**src/rtl/pipeline_debug_ctrl.sv**
```systemverilog
// ---------------------------------------------------------------------------
// pipeline_debug_ctrl
//
// Debug controller that sits between a UART command/response channel and a
// pipelined CPU. Single-byte commands start a free run ('r'), a single step
// ('s') or a register-file dump ('d'). A dump streams the 32 architectural
// registers out, 4 bytes each, LSB first.
//
// Configuration macro:
//   DBG_CYCLE_HEADER_EN - when defined, every dump is prefixed with the four
//                         bytes of o_cycle_count (LSB first), 132 bytes total.
//                         When undefined, a dump is the 128 register bytes.
//
// Ports:
//   clk            in   system clock, rising edge
//   rst            in   asynchronous active-high reset
//   i_cmd_valid    in   command byte present
//   i_cmd[7:0]     in   command byte ('r' 0x72, 's' 0x73, 'd' 0x64)
//   o_cmd_ready    out  command accepted when valid & ready (IDLE only)
//   i_halt         in   pipeline retired a HALT instruction
//   o_pipe_enable  out  global enable for PC and pipeline registers
//   i_rf_regs      in   flattened register file, reg n at [32n+31:32n]
//   o_tx_data[7:0] out  dump byte to UART TX
//   o_tx_valid     out  dump byte valid
//   i_tx_ready     in   UART TX can accept a byte
//   o_cycle_count  out  number of enabled pipeline cycles (wraps)
//   o_halted       out  sticky: program reached HALT
// ---------------------------------------------------------------------------
module pipeline_debug_ctrl (
  input  logic          clk,
  input  logic          rst,
  input  logic          i_cmd_valid,
  input  logic [7:0]    i_cmd,
  output logic          o_cmd_ready,
  input  logic          i_halt,
  output logic          o_pipe_enable,
  input  logic [1023:0] i_rf_regs,
  output logic [7:0]    o_tx_data,
  output logic          o_tx_valid,
  input  logic          i_tx_ready,
  output logic [31:0]   o_cycle_count,
  output logic          o_halted
);

  typedef enum logic [1:0] {
    ST_IDLE = 2'd0,
    ST_RUN  = 2'd1,
    ST_STEP = 2'd2,
    ST_DUMP = 2'd3
  } state_t;

  localparam logic [7:0] CMD_RUN  = 8'h72;
  localparam logic [7:0] CMD_STEP = 8'h73;
  localparam logic [7:0] CMD_DUMP = 8'h64;

`ifdef DBG_CYCLE_HEADER_EN
  localparam logic [7:0] DUMP_LAST = 8'd131;

  // Byte idx of the dump stream: 4 header bytes of the cycle count, then regs.
  function automatic logic [7:0] dump_byte(input logic [7:0]    idx,
                                           input logic [1023:0] regs,
                                           input logic [31:0]   cnt);
    logic [31:0]   cnt_sh;
    logic [1023:0] reg_sh;
    logic [6:0]    rb;
    logic [7:0]    b;
    cnt_sh = cnt >> {idx[1:0], 3'b000};
    // idx is 4..131 in the register part, so the low 7 bits of idx-4 suffice
    rb     = idx[6:0] - 7'd4;
    reg_sh = regs >> {rb, 3'b000};
    if (idx < 8'd4) begin
      b = cnt_sh[7:0];
    end else begin
      b = reg_sh[7:0];
    end
    return b;
  endfunction
`else
  localparam logic [7:0] DUMP_LAST = 8'd127;

  // Register n byte k sits at flat byte 4n+k, i.e. bits [8*idx +: 8].
  function automatic logic [7:0] dump_byte(input logic [6:0]    idx,
                                           input logic [1023:0] regs);
    logic [1023:0] reg_sh;
    reg_sh = regs >> {idx, 3'b000};
    return reg_sh[7:0];
  endfunction
`endif

  state_t      state_r;
  state_t      state_nxt_s;
  logic [7:0]  byte_idx_r;
  logic [7:0]  byte_idx_nxt_s;
  logic        cmd_ready_r;
  logic        cmd_ready_nxt_s;
  logic        pipe_enable_r;
  logic        pipe_enable_nxt_s;
  logic        tx_valid_r;
  logic        tx_valid_nxt_s;
  logic [7:0]  tx_data_r;
  logic [7:0]  tx_data_nxt_s;
  logic [31:0] cycle_count_r;
  logic [31:0] cycle_count_nxt_s;
  logic        halted_r;
  logic        halted_nxt_s;
  logic        cmd_fire_s;
  logic        tx_fire_s;
  logic        dump_last_s;
  logic [7:0]  next_byte_s;

  // cmd_ready_r is high exactly in IDLE, so a fire can only happen there
  assign cmd_fire_s  = i_cmd_valid & cmd_ready_r;
  assign tx_fire_s   = tx_valid_r & i_tx_ready;
  assign dump_last_s = (byte_idx_r == DUMP_LAST);

  // State register
  always_ff @(posedge clk or posedge rst) begin
    if (rst) begin
      state_r <= ST_IDLE;
    end else begin
      state_r <= state_nxt_s;
    end
  end

  // Next-state logic
  always_comb begin
    state_nxt_s = state_r;
    case (state_r)
      ST_IDLE: begin
        if (cmd_fire_s) begin
          case (i_cmd)
            CMD_RUN: begin
              if (!halted_r) begin
                state_nxt_s = ST_RUN;
              end else begin
                state_nxt_s = ST_IDLE;
              end
            end
            CMD_STEP: begin
              if (!halted_r) begin
                state_nxt_s = ST_STEP;
              end else begin
                state_nxt_s = ST_IDLE;
              end
            end
            CMD_DUMP: state_nxt_s = ST_DUMP;
            default:  state_nxt_s = ST_IDLE;
          endcase
        end else begin
          state_nxt_s = ST_IDLE;
        end
      end
      ST_RUN: begin
        if (i_halt) begin
          state_nxt_s = ST_DUMP;
        end else begin
          state_nxt_s = ST_RUN;
        end
      end
      ST_STEP: state_nxt_s = ST_DUMP;
      ST_DUMP: begin
        if (tx_fire_s && dump_last_s) begin
          state_nxt_s = ST_IDLE;
        end else begin
          state_nxt_s = ST_DUMP;
        end
      end
      default: state_nxt_s = ST_IDLE;
    endcase
  end

  // Output and datapath next values; outputs are registered from the next state
  always_comb begin
    cmd_ready_nxt_s   = (state_nxt_s == ST_IDLE);
    pipe_enable_nxt_s = (state_nxt_s == ST_RUN) || (state_nxt_s == ST_STEP);
    tx_valid_nxt_s    = (state_nxt_s == ST_DUMP);
    cycle_count_nxt_s = cycle_count_r + {31'd0, pipe_enable_r};
    // pipe_enable_r is low in IDLE and DUMP, which masks i_halt there
    halted_nxt_s      = halted_r | (pipe_enable_r & i_halt);

    if (state_r == ST_DUMP) begin
      if (tx_fire_s) begin
        if (dump_last_s) begin
          byte_idx_nxt_s = 8'd0;
        end else begin
          byte_idx_nxt_s = byte_idx_r + 8'd1;
        end
      end else begin
        byte_idx_nxt_s = byte_idx_r;
      end
    end else begin
      byte_idx_nxt_s = 8'd0;
    end

`ifdef DBG_CYCLE_HEADER_EN
    // The counter cannot move while in DUMP, so its next value is the
    // value frozen at DUMP entry for the whole dump.
    next_byte_s = dump_byte(byte_idx_nxt_s, i_rf_regs, cycle_count_nxt_s);
`else
    next_byte_s = dump_byte(byte_idx_nxt_s[6:0], i_rf_regs);
`endif

    // Load a new byte on dump entry or after a transfer; hold it during stalls
    if (state_nxt_s == ST_DUMP) begin
      if ((state_r != ST_DUMP) || tx_fire_s) begin
        tx_data_nxt_s = next_byte_s;
      end else begin
        tx_data_nxt_s = tx_data_r;
      end
    end else begin
      tx_data_nxt_s = 8'h00;
    end
  end

  // Registered outputs, byte index, cycle counter and halt flag
  always_ff @(posedge clk or posedge rst) begin
    if (rst) begin
      cmd_ready_r   <= 1'b1;
      pipe_enable_r <= 1'b0;
      tx_valid_r    <= 1'b0;
      tx_data_r     <= 8'h00;
      cycle_count_r <= 32'd0;
      halted_r      <= 1'b0;
      byte_idx_r    <= 8'd0;
    end else begin
      cmd_ready_r   <= cmd_ready_nxt_s;
      pipe_enable_r <= pipe_enable_nxt_s;
      tx_valid_r    <= tx_valid_nxt_s;
      tx_data_r     <= tx_data_nxt_s;
      cycle_count_r <= cycle_count_nxt_s;
      halted_r      <= halted_nxt_s;
      byte_idx_r    <= byte_idx_nxt_s;
    end
  end

  assign o_cmd_ready   = cmd_ready_r;
  assign o_pipe_enable = pipe_enable_r;
  assign o_tx_valid    = tx_valid_r;
  assign o_tx_data     = tx_data_r;
  assign o_cycle_count = cycle_count_r;
  assign o_halted      = halted_r;

endmodule

```
**config.mk**
```make
export PLATFORM = sky130hd
export DESIGN_NAME = pipeline_debug_ctrl
export DESIGN_NICKNAME = d
export VERILOG_FILES = /design/src/rtl/pipeline_debug_ctrl.sv
export SDC_FILE = /design/constraint.sdc
export NUM_CORES = 1
export LEC_CHECK = 0
export CAP_MARGIN = 40
export CORE_AREA = 2 2 423 425
export DETAILED_ROUTE_END_ITERATION = 8
export DIE_AREA = 0 0 425 427
export DONT_BUFFER_PORTS = 1
export PLACE_DENSITY = 0.3
export REMOVE_ABC_BUFFERS = 1
export SYNTH_ARGS = -nofsm -noshare
export SYNTH_HDL_FRONTEND = slang
export SYNTH_SLANG_ARGS = --single-unit
```
**constraint.sdc**
```tcl
create_clock -name clk -period 4 [get_ports clk]
set_input_delay 0.4 -clock clk [delete_from_list [all_inputs] [get_ports clk]]
set_output_delay 0.4 -clock clk [all_outputs]
set_load 0.01 [all_outputs]
```
# After elaboration in Yosys (flattened, before gate mapping)
# Cells that the tools add are included.
[classes]
shifts = 1
bitwise = 4
reduce_logical = 5
n_eq_ne = 13
addsub = 2
mux = 12
[op_table]
columns = ["cell", "n"]
rows = [
  ["right shift 1024 x 10 -> 8 bit", 1],
  ["2-to-1 mux 8 bit", 5],
  ["adder 32 x 1 -> 32 bit", 1],
  ["equality test 8 x 7 -> 1 bit (second input constant)", 4],
  ["adder 8 x 1 -> 8 bit (second input constant)", 1],
  ["equality test 2 bit (second input constant)", 4],
  ["2-to-1 mux 2 bit", 4],
  ["case mux 2 bit (4 select lines)", 1],
  ["case mux 2 bit (3 select lines)", 1],
  ["equality test 2 x 1 -> 1 bit (second input constant)", 2],
  ["zero test 2 bit", 2],
  ["!= test 2 bit (second input constant)", 2],
  ["AND 1 bit", 3],
  ["logical OR 1 bit", 2],
  ["!= test 2 x 1 -> 1 bit (second input constant)", 1],
  ["logical AND 1 bit", 1],
  ["2-to-1 mux 1 bit", 1],
  ["OR 1 bit", 1],
]
[word_totals]
wordCells = 46
input_bits = 1037
reg_bits = 54
output_inout_bits = 44

# Depth between registers and ports, before layout
[depth]
ltp_word = 7
ltp_mapped = 17
mapped_depth_nobuf = 14

# Worst setup path before layout
# No wires, ideal clock.
[synth_timing]
path_kind = "register to register"
startpoint = "reg byte_idx_r[1]"
endpoint = "reg tx_data_r[2], in the netlist o_tx_data[2]"
required_time_ns = 3.871
n_path_buf = 3
arrival_ns = 3.065
synth_period_minus_slack_ns = 3.194
path_slack_ns = 0.806
stages_incl_launch_ff = 15
setup_time_ns = 0.129
path_cell_list = "dfrtp_1 -> ha_1 -> and4b_1 -> buf_4 -> a211oi_4 -> nor2_4 -> inv_2 -> buf_4 -> buf_2 -> mux2i_1 -> o22ai_1 -> o31a_1 -> a22oi_1 -> o2111ai_1 -> a2111o_1"
[synth_between]
elab_chain_cells = 7
elab_cells_between_ends = 13
classes_between = "add/sub: 1; eq/ne: 3; shift: 1; mux: 7; reduce/logical: 1"
[synth_rtl]
columns = ["element", "line_no", "rtl"]
rows = [
  ["start, declared", "92", "logic [7:0] byte_idx_r;"],
  ["start signal, assigned", "232", "byte_idx_r <= byte_idx_nxt_s;"],
  ["adder 8 x 1 -> 8 bit or equality test 8 x 7 -> 1 bit (tied branches)", "186, 114", ""],
  ["2-to-1 mux 8 bit", "183", "if (dump_last_s) begin"],
  ["2-to-1 mux 8 bit", "182", "if (tx_fire_s) begin"],
  ["2-to-1 mux 8 bit", "181", "if (state_r == ST_DUMP) begin"],
  ["right shift 1024 x 10 -> 8 bit", "85", "reg_sh = regs >> {idx, 3'b000};"],
  ["2-to-1 mux 8 bit", "205", "if ((state_r != ST_DUMP) || tx_fire_s) begin"],
  ["2-to-1 mux 8 bit", "204", "if (state_nxt_s == ST_DUMP) begin"],
  ["end signal, assigned", "229", "tx_data_r <= tx_data_nxt_s;"],
  ["end, declared", "100", "logic [7:0] tx_data_r;"],
]
# Several ways; a longest one is shown, not always the timed one. The select of a mux whose other input is x is not followed.
# A chain may end at the register's enable or synchronous reset.

# Final worst setup path
[layout_timing]
startpoint = "reg byte_idx_r[0]"
endpoint = "reg tx_data_r[5], in the netlist o_tx_data[5]"
# The elaborated chain is that of the path after synthesis.

==> impl_metrics.prom <==
# TYPE chip_impl_metric gauge
chip_impl_metric{name="first_global_vias",unit=""} 16930
chip_impl_metric{name="global_route_wire_length_before_repair",unit="um"} 182400
chip_impl_metric{name="crit_arrival",unit="ns"} 4.15
chip_impl_metric{name="async_set_or_reset_register_ratio_after_synthesis",unit="%"} 100.0
chip_impl_metric{name="peak_ir_drop_on_the_vdd_network",unit="mV"} 0.2255
chip_impl_info{name="synth.area.top_cells",value="sky130_fd_sc_hd__nand2_1 18%, sky130_fd_sc_hd__dfrtp_1 11%, sky130_fd_sc_hd__mux2i_1 11%"} 1
chip_impl_metric{name="post_synth_inst_count",unit=""} 1962
chip_impl_metric{name="synth_top_area_share",unit="%"} 17.88
chip_impl_metric{name="area_growth",unit="%"} 41.37
chip_impl_info{name="hold_path.startpoint",value="i_halt"} 1
chip_impl_metric{name="i_o_pin_count",unit=""} 1081
chip_impl_metric{name="die-width",unit="um"} 425
chip_impl_metric{name="whs_path_depth",unit=""} 1
chip_impl_metric{name="placed_cells",unit=""} 4360
chip_impl_info{name="crit_start",value="byte_idx_r[0]$_DFF_PP0_"} 1
chip_impl_info{name="synthDominantAreaCellType",value="sky130_fd_sc_hd__nand2_1"} 1
chip_impl_metric{name="pin_count_of_the_biggest_net_entering_global_routing",unit=""} 58
chip_impl_metric{name="drcViolationCount",unit=""} 0
chip_impl_metric{name="die_h",unit="um"} 427
chip_impl_metric{name="measured_slew_at_the_worst_slew_check_pin",unit="ns"} 0.7882
chip_impl_info{name="post-synth-top-count-cell",value="sky130_fd_sc_hd__nand2_1"} 1
chip_impl_info{name="cts_root_buf",value="sky130_fd_sc_hd__clkbuf_16"} 1
chip_impl_metric{name="worst_setup_timing_slack_at_the_placement_stage",unit="ns"} -0.8004
chip_impl_metric{name="static-leakage-power",unit="nW"} 6.353
chip_impl_metric{name="cp.required",unit="ns"} 4.25
chip_impl_metric{name="rows",unit=""} 155
chip_impl_metric{name="synth-edff-count",unit=""} 0
chip_impl_metric{name="crit_path_max_fanout",unit=""} 37
chip_impl_info{name="r2r-end",value="o_tx_data[5]$_DFFE_PP0P_"} 1
chip_impl_metric{name="cap_violations",unit=""} 0
chip_impl_metric{name="fin_worst_skew",unit="ns"} 0.02859
chip_impl_metric{name="layoutNonFillerInstCount",unit=""} 4405
chip_impl_metric{name="yosys_register_bits",unit=""} 54
chip_impl_metric{name="final_setup_violation_count",unit=""} 0
chip_impl_metric{name="port_buf_inserts",unit=""} 0
chip_impl_metric{name="avgSynthCellArea",unit="um^2"} 6.377
chip_impl_info{name="hold-path-endpoint",value="o_halted$_DFF_PP0_"} 1
chip_impl_info{name="rsz0062_at_grt",value="false"} 1
chip_impl_metric{name="setup_slack",unit="ns"} 0.09316
chip_impl_metric{name="clock_insertion_delay_worst_skew",unit="ns"} 0.37
chip_impl_metric{name="dr_total_vias",unit=""} 17410
chip_impl_metric{name="synthesis.area",unit="mm^2"} 0.01251
chip_impl_metric{name="reg2reg_slack",unit="ns"} 0.09
chip_impl_metric{name="grt_antenna_before_repair",unit=""} 63
chip_impl_metric{name="drt-total-wl",unit="um"} 149000
chip_impl_info{name="critPathKind",value="reg -> reg"} 1
chip_impl_metric{name="total_congestion_overflow",unit=""} 0
chip_impl_metric{name="clock_tree.buffer_depth",unit=""} 2
chip_impl_info{name="holdCritPathClass",value="in -> reg"} 1
chip_impl_metric{name="nets",unit=""} 3064
chip_impl_metric{name="slew_viol_final",unit=""} 0
chip_impl_metric{name="design.die.area",unit="mm^2"} 0.1815
chip_impl_metric{name="cts-htree-levels",unit=""} 2
chip_impl_metric{name="numCtsBuffers",unit=""} 5
chip_impl_metric{name="finalCritPeriodShare",unit="%"} 97.67
chip_impl_info{name="critPathLaunchType",value="flip-flop"} 1
chip_impl_metric{name="ys.warnings.count",unit=""} 0
chip_impl_metric{name="place.gp.congestion",unit=""} 0.9526
chip_impl_metric{name="hold_viol_final",unit=""} 0
chip_impl_metric{name="ys_types",unit=""} 84
chip_impl_metric{name="drt-pass1-iter-count",unit=""} 8
chip_impl_metric{name="post_route_cells_drive_above_1_share",unit="%"} 16.96
chip_impl_metric{name="ant_nets",unit=""} 0
chip_impl_metric{name="route.detailed.vias_per_inst",unit=""} 3.952
chip_impl_metric{name="wl_per_cell",unit="um"} 33.82
chip_impl_info{name="run_status",value="finished, final reports clean"} 1
chip_impl_info{name="ys.flop_type",value="sky130_fd_sc_hd__dfrtp_1"} 1
chip_impl_metric{name="max-slew-margin-rel",unit="%"} 47.10
chip_impl_info{name="critical_path.endpoint_type",value="flip-flop"} 1
chip_impl_metric{name="reg2regPathDepth",unit=""} 16
chip_impl_info{name="synth.top_cells.by_count",value="596 x sky130_fd_sc_hd__nand2_1, 155 x sky130_fd_sc_hd__nand3_1, 132 x sky130_fd_sc_hd__mux2i_1"} 1
chip_impl_metric{name="initial_core_util",unit="%"} 7.058
chip_impl_info{name="cts_tree",value="yes"} 1
chip_impl_metric{name="seq_area_frac_synth",unit="%"} 10.81
chip_impl_metric{name="finalCriticalPeriod",unit="ns"} 3.907
chip_impl_info{name="launch_instance_of_the_worst_register_to_register_path",value="byte_idx_r[0]$_DFF_PP0_"} 1
chip_impl_metric{name="fp.coreArea",unit="mm^2"} 0.1773
chip_impl_metric{name="timing.fmax",unit="MHz"} 256.0
chip_impl_metric{name="clk_pin_slew",unit="ns"} 0.10
chip_impl_metric{name="number_of_drc_violations_after_detailed_routing_iteration_0",unit=""} 1549
chip_impl_metric{name="global_route.usage.total",unit="%"} 15.34
chip_impl_metric{name="tritoncts_num_sinks",unit=""} 54
chip_impl_metric{name="dp_hpwl",unit="um"} 127800
chip_impl_metric{name="power_density",unit="mW/mm^2"} 634.8
==> metrics by stage <==
| step | setup TNS, ns | utilization (%) | area, um^2 | power [mW] | hold slack, ns |
|---|---|---|---|---|---|
| after floorplan | -86.40 | - | 11570 | 4.590 | 0.5039 |
| after global placement | -5.019 | 9.490 | 16820 | 10.68 | 0.5235 |
| after detailed placement | -3.621 | 9.543 | 16920 | 10.69 | 0.3168 |
| after CTS | 0 | 9.815 | 17400 | 11.59 | 0.1211 |
| after global routing | 0 | 9.961 | 17660 | 12.05 | 0.1332 |
| final | 0 | 9.978 | 17690 | 11.23 | 0.1571 |
==> report_power, final <==
| group | leakage [nW] | switching (mW) | total [mW] | internal [mW] |
|---|---|---|---|---|
| registers | 0.699 | 0.261 | 0.893 | 0.632 |
| clock network | 0.0761 | 0.331 | 0.574 | 0.243 |
| logic | 5.58 | 6.50 | 9.76 | 3.26 |
| total | 6.35 | 7.10 | 11.2 | 4.13 |
==> final cells by class <==
cell class | instances | area [um^2]
fill | 20930 | 159600
clock buffer | 5 | 125.1
tap | 2355 | 2947
inverter | 13 | 78.83
timing repair inverter | 2 | 20.02
multi-input combinational | 1711 | 10640
timing repair buffer | 235 | 2419
clock inverter | 3 | 28.78
sequential | 54 | 1358
antenna | 27 | 67.56
==> layer usage <==
layer	global-route usage, %	wire length [um]	up-vias
met3	3.241	10130	130
met4	3.735	2870	34
li1	-	-	7536
met5	0	201	-
met1	19.67	62440	8818
met2	26.00	73330	890
==> layout by cell type (no fill, tap or decap), types with 7 or more instances in the layout <==
cell	count
sky130_fd_sc_hd__nand2_1	592
sky130_fd_sc_hd__buf_4	179
sky130_fd_sc_hd__nand3_1	150
sky130_fd_sc_hd__mux2i_1	122
sky130_fd_sc_hd__and3_1	113
sky130_fd_sc_hd__a21oi_1	92
sky130_fd_sc_hd__a32oi_1	74
sky130_fd_sc_hd__a211oi_1	63
sky130_fd_sc_hd__a31oi_1	57
sky130_fd_sc_hd__dfrtp_1	49
sky130_fd_sc_hd__buf_12	41
sky130_fd_sc_hd__o21ai_0	31
sky130_fd_sc_hd__nor2_1	30
sky130_fd_sc_hd__nand4_1	30
sky130_fd_sc_hd__diode_2	27
sky130_fd_sc_hd__a22oi_1	25
sky130_fd_sc_hd__xnor2_1	24
sky130_fd_sc_hd__a311oi_1	24
sky130_fd_sc_hd__o22ai_1	21
sky130_fd_sc_hd__a21o_1	12
sky130_fd_sc_hd__o211ai_1	12
sky130_fd_sc_hd__a32o_1	10
sky130_fd_sc_hd__a221oi_1	10
sky130_fd_sc_hd__o21ai_1	9
sky130_fd_sc_hd__a41oi_1	8
sky130_fd_sc_hd__or3_1	7
sky130_fd_sc_hd__o32a_1	7
sky130_fd_sc_hd__clkbuf_16	7
sky130_fd_sc_hd__buf_6	7
==> worst max-delay path, cell delays in order, from the launching register on <==
cell and delay (ns):
sky130_fd_sc_hd__dfrtp_1 0.45, sky130_fd_sc_hd__ha_4 0.21, sky130_fd_sc_hd__and4b_2 0.24, sky130_fd_sc_hd__a211oi_4 0.27, sky130_fd_sc_hd__nor2_4 0.07, sky130_fd_sc_hd__buf_12 0.17, sky130_fd_sc_hd__buf_12 0.13, sky130_fd_sc_hd__buf_4 0.13
sky130_fd_sc_hd__buf_12 0.15, sky130_fd_sc_hd__buf_4 0.23, sky130_fd_sc_hd__nand2_1 0.07, sky130_fd_sc_hd__a31oi_1 0.08, sky130_fd_sc_hd__a32o_1 0.34, sky130_fd_sc_hd__a211oi_2 0.30, sky130_fd_sc_hd__a41oi_2 0.18, sky130_fd_sc_hd__buf_4 0.18
sky130_fd_sc_hd__or4_1 0.50
==> timing repair <==
item	in CTS	in global routing
gates cloned	1	3
pin swaps	4	6
hold endpoints to repair	21	0
setup buffers	5	0
resized for setup	58	36
hold buffers	1	0
endpoints found under the setup margin	8	7
==> sequential cells by signal, summed over array words and instances, names as in the netlist <==
signal	cells
o_tx_data	8
o_cmd_ready	1
byte_idx_r	8
state_r	2
o_cycle_count	32
o_tx_valid	1
o_pipe_enable	1
o_halted	1
==> cells by family after synthesis <==
| logic type | synth area share, % |
|---|---|
| buf+inv | 7.901 |
| xor+xnor | 2.100 |
| fa+ha+maj | 0.5001 |
| flops | 10.81 |
| compound gates | 32.09 |
| mux | 10.65 |
| simple gates | 35.94 |
==> worst max-delay path by stage <==
stage / endpoint / slack [ns] / cells after the start
finish: o_tx_data[5]$_DFFE_PP0P_ / 0.09 / 16
global placement: o_tx_data[3]$_DFFE_PP0P_ / -1.73 / 13
CTS: o_tx_data[1]$_DFFE_PP0P_ / 0.002 / 15
detailed placement: o_tx_data[5]$_DFFE_PP0P_ / -0.80 / 15
floorplan: o_tx_data[3]$_DFFE_PP0P_ / -9.86 / 11
global route: o_tx_data[5]$_DFFE_PP0P_ / 0.006 / 16
Note: power is estimated with default switching activity, not from simulation.
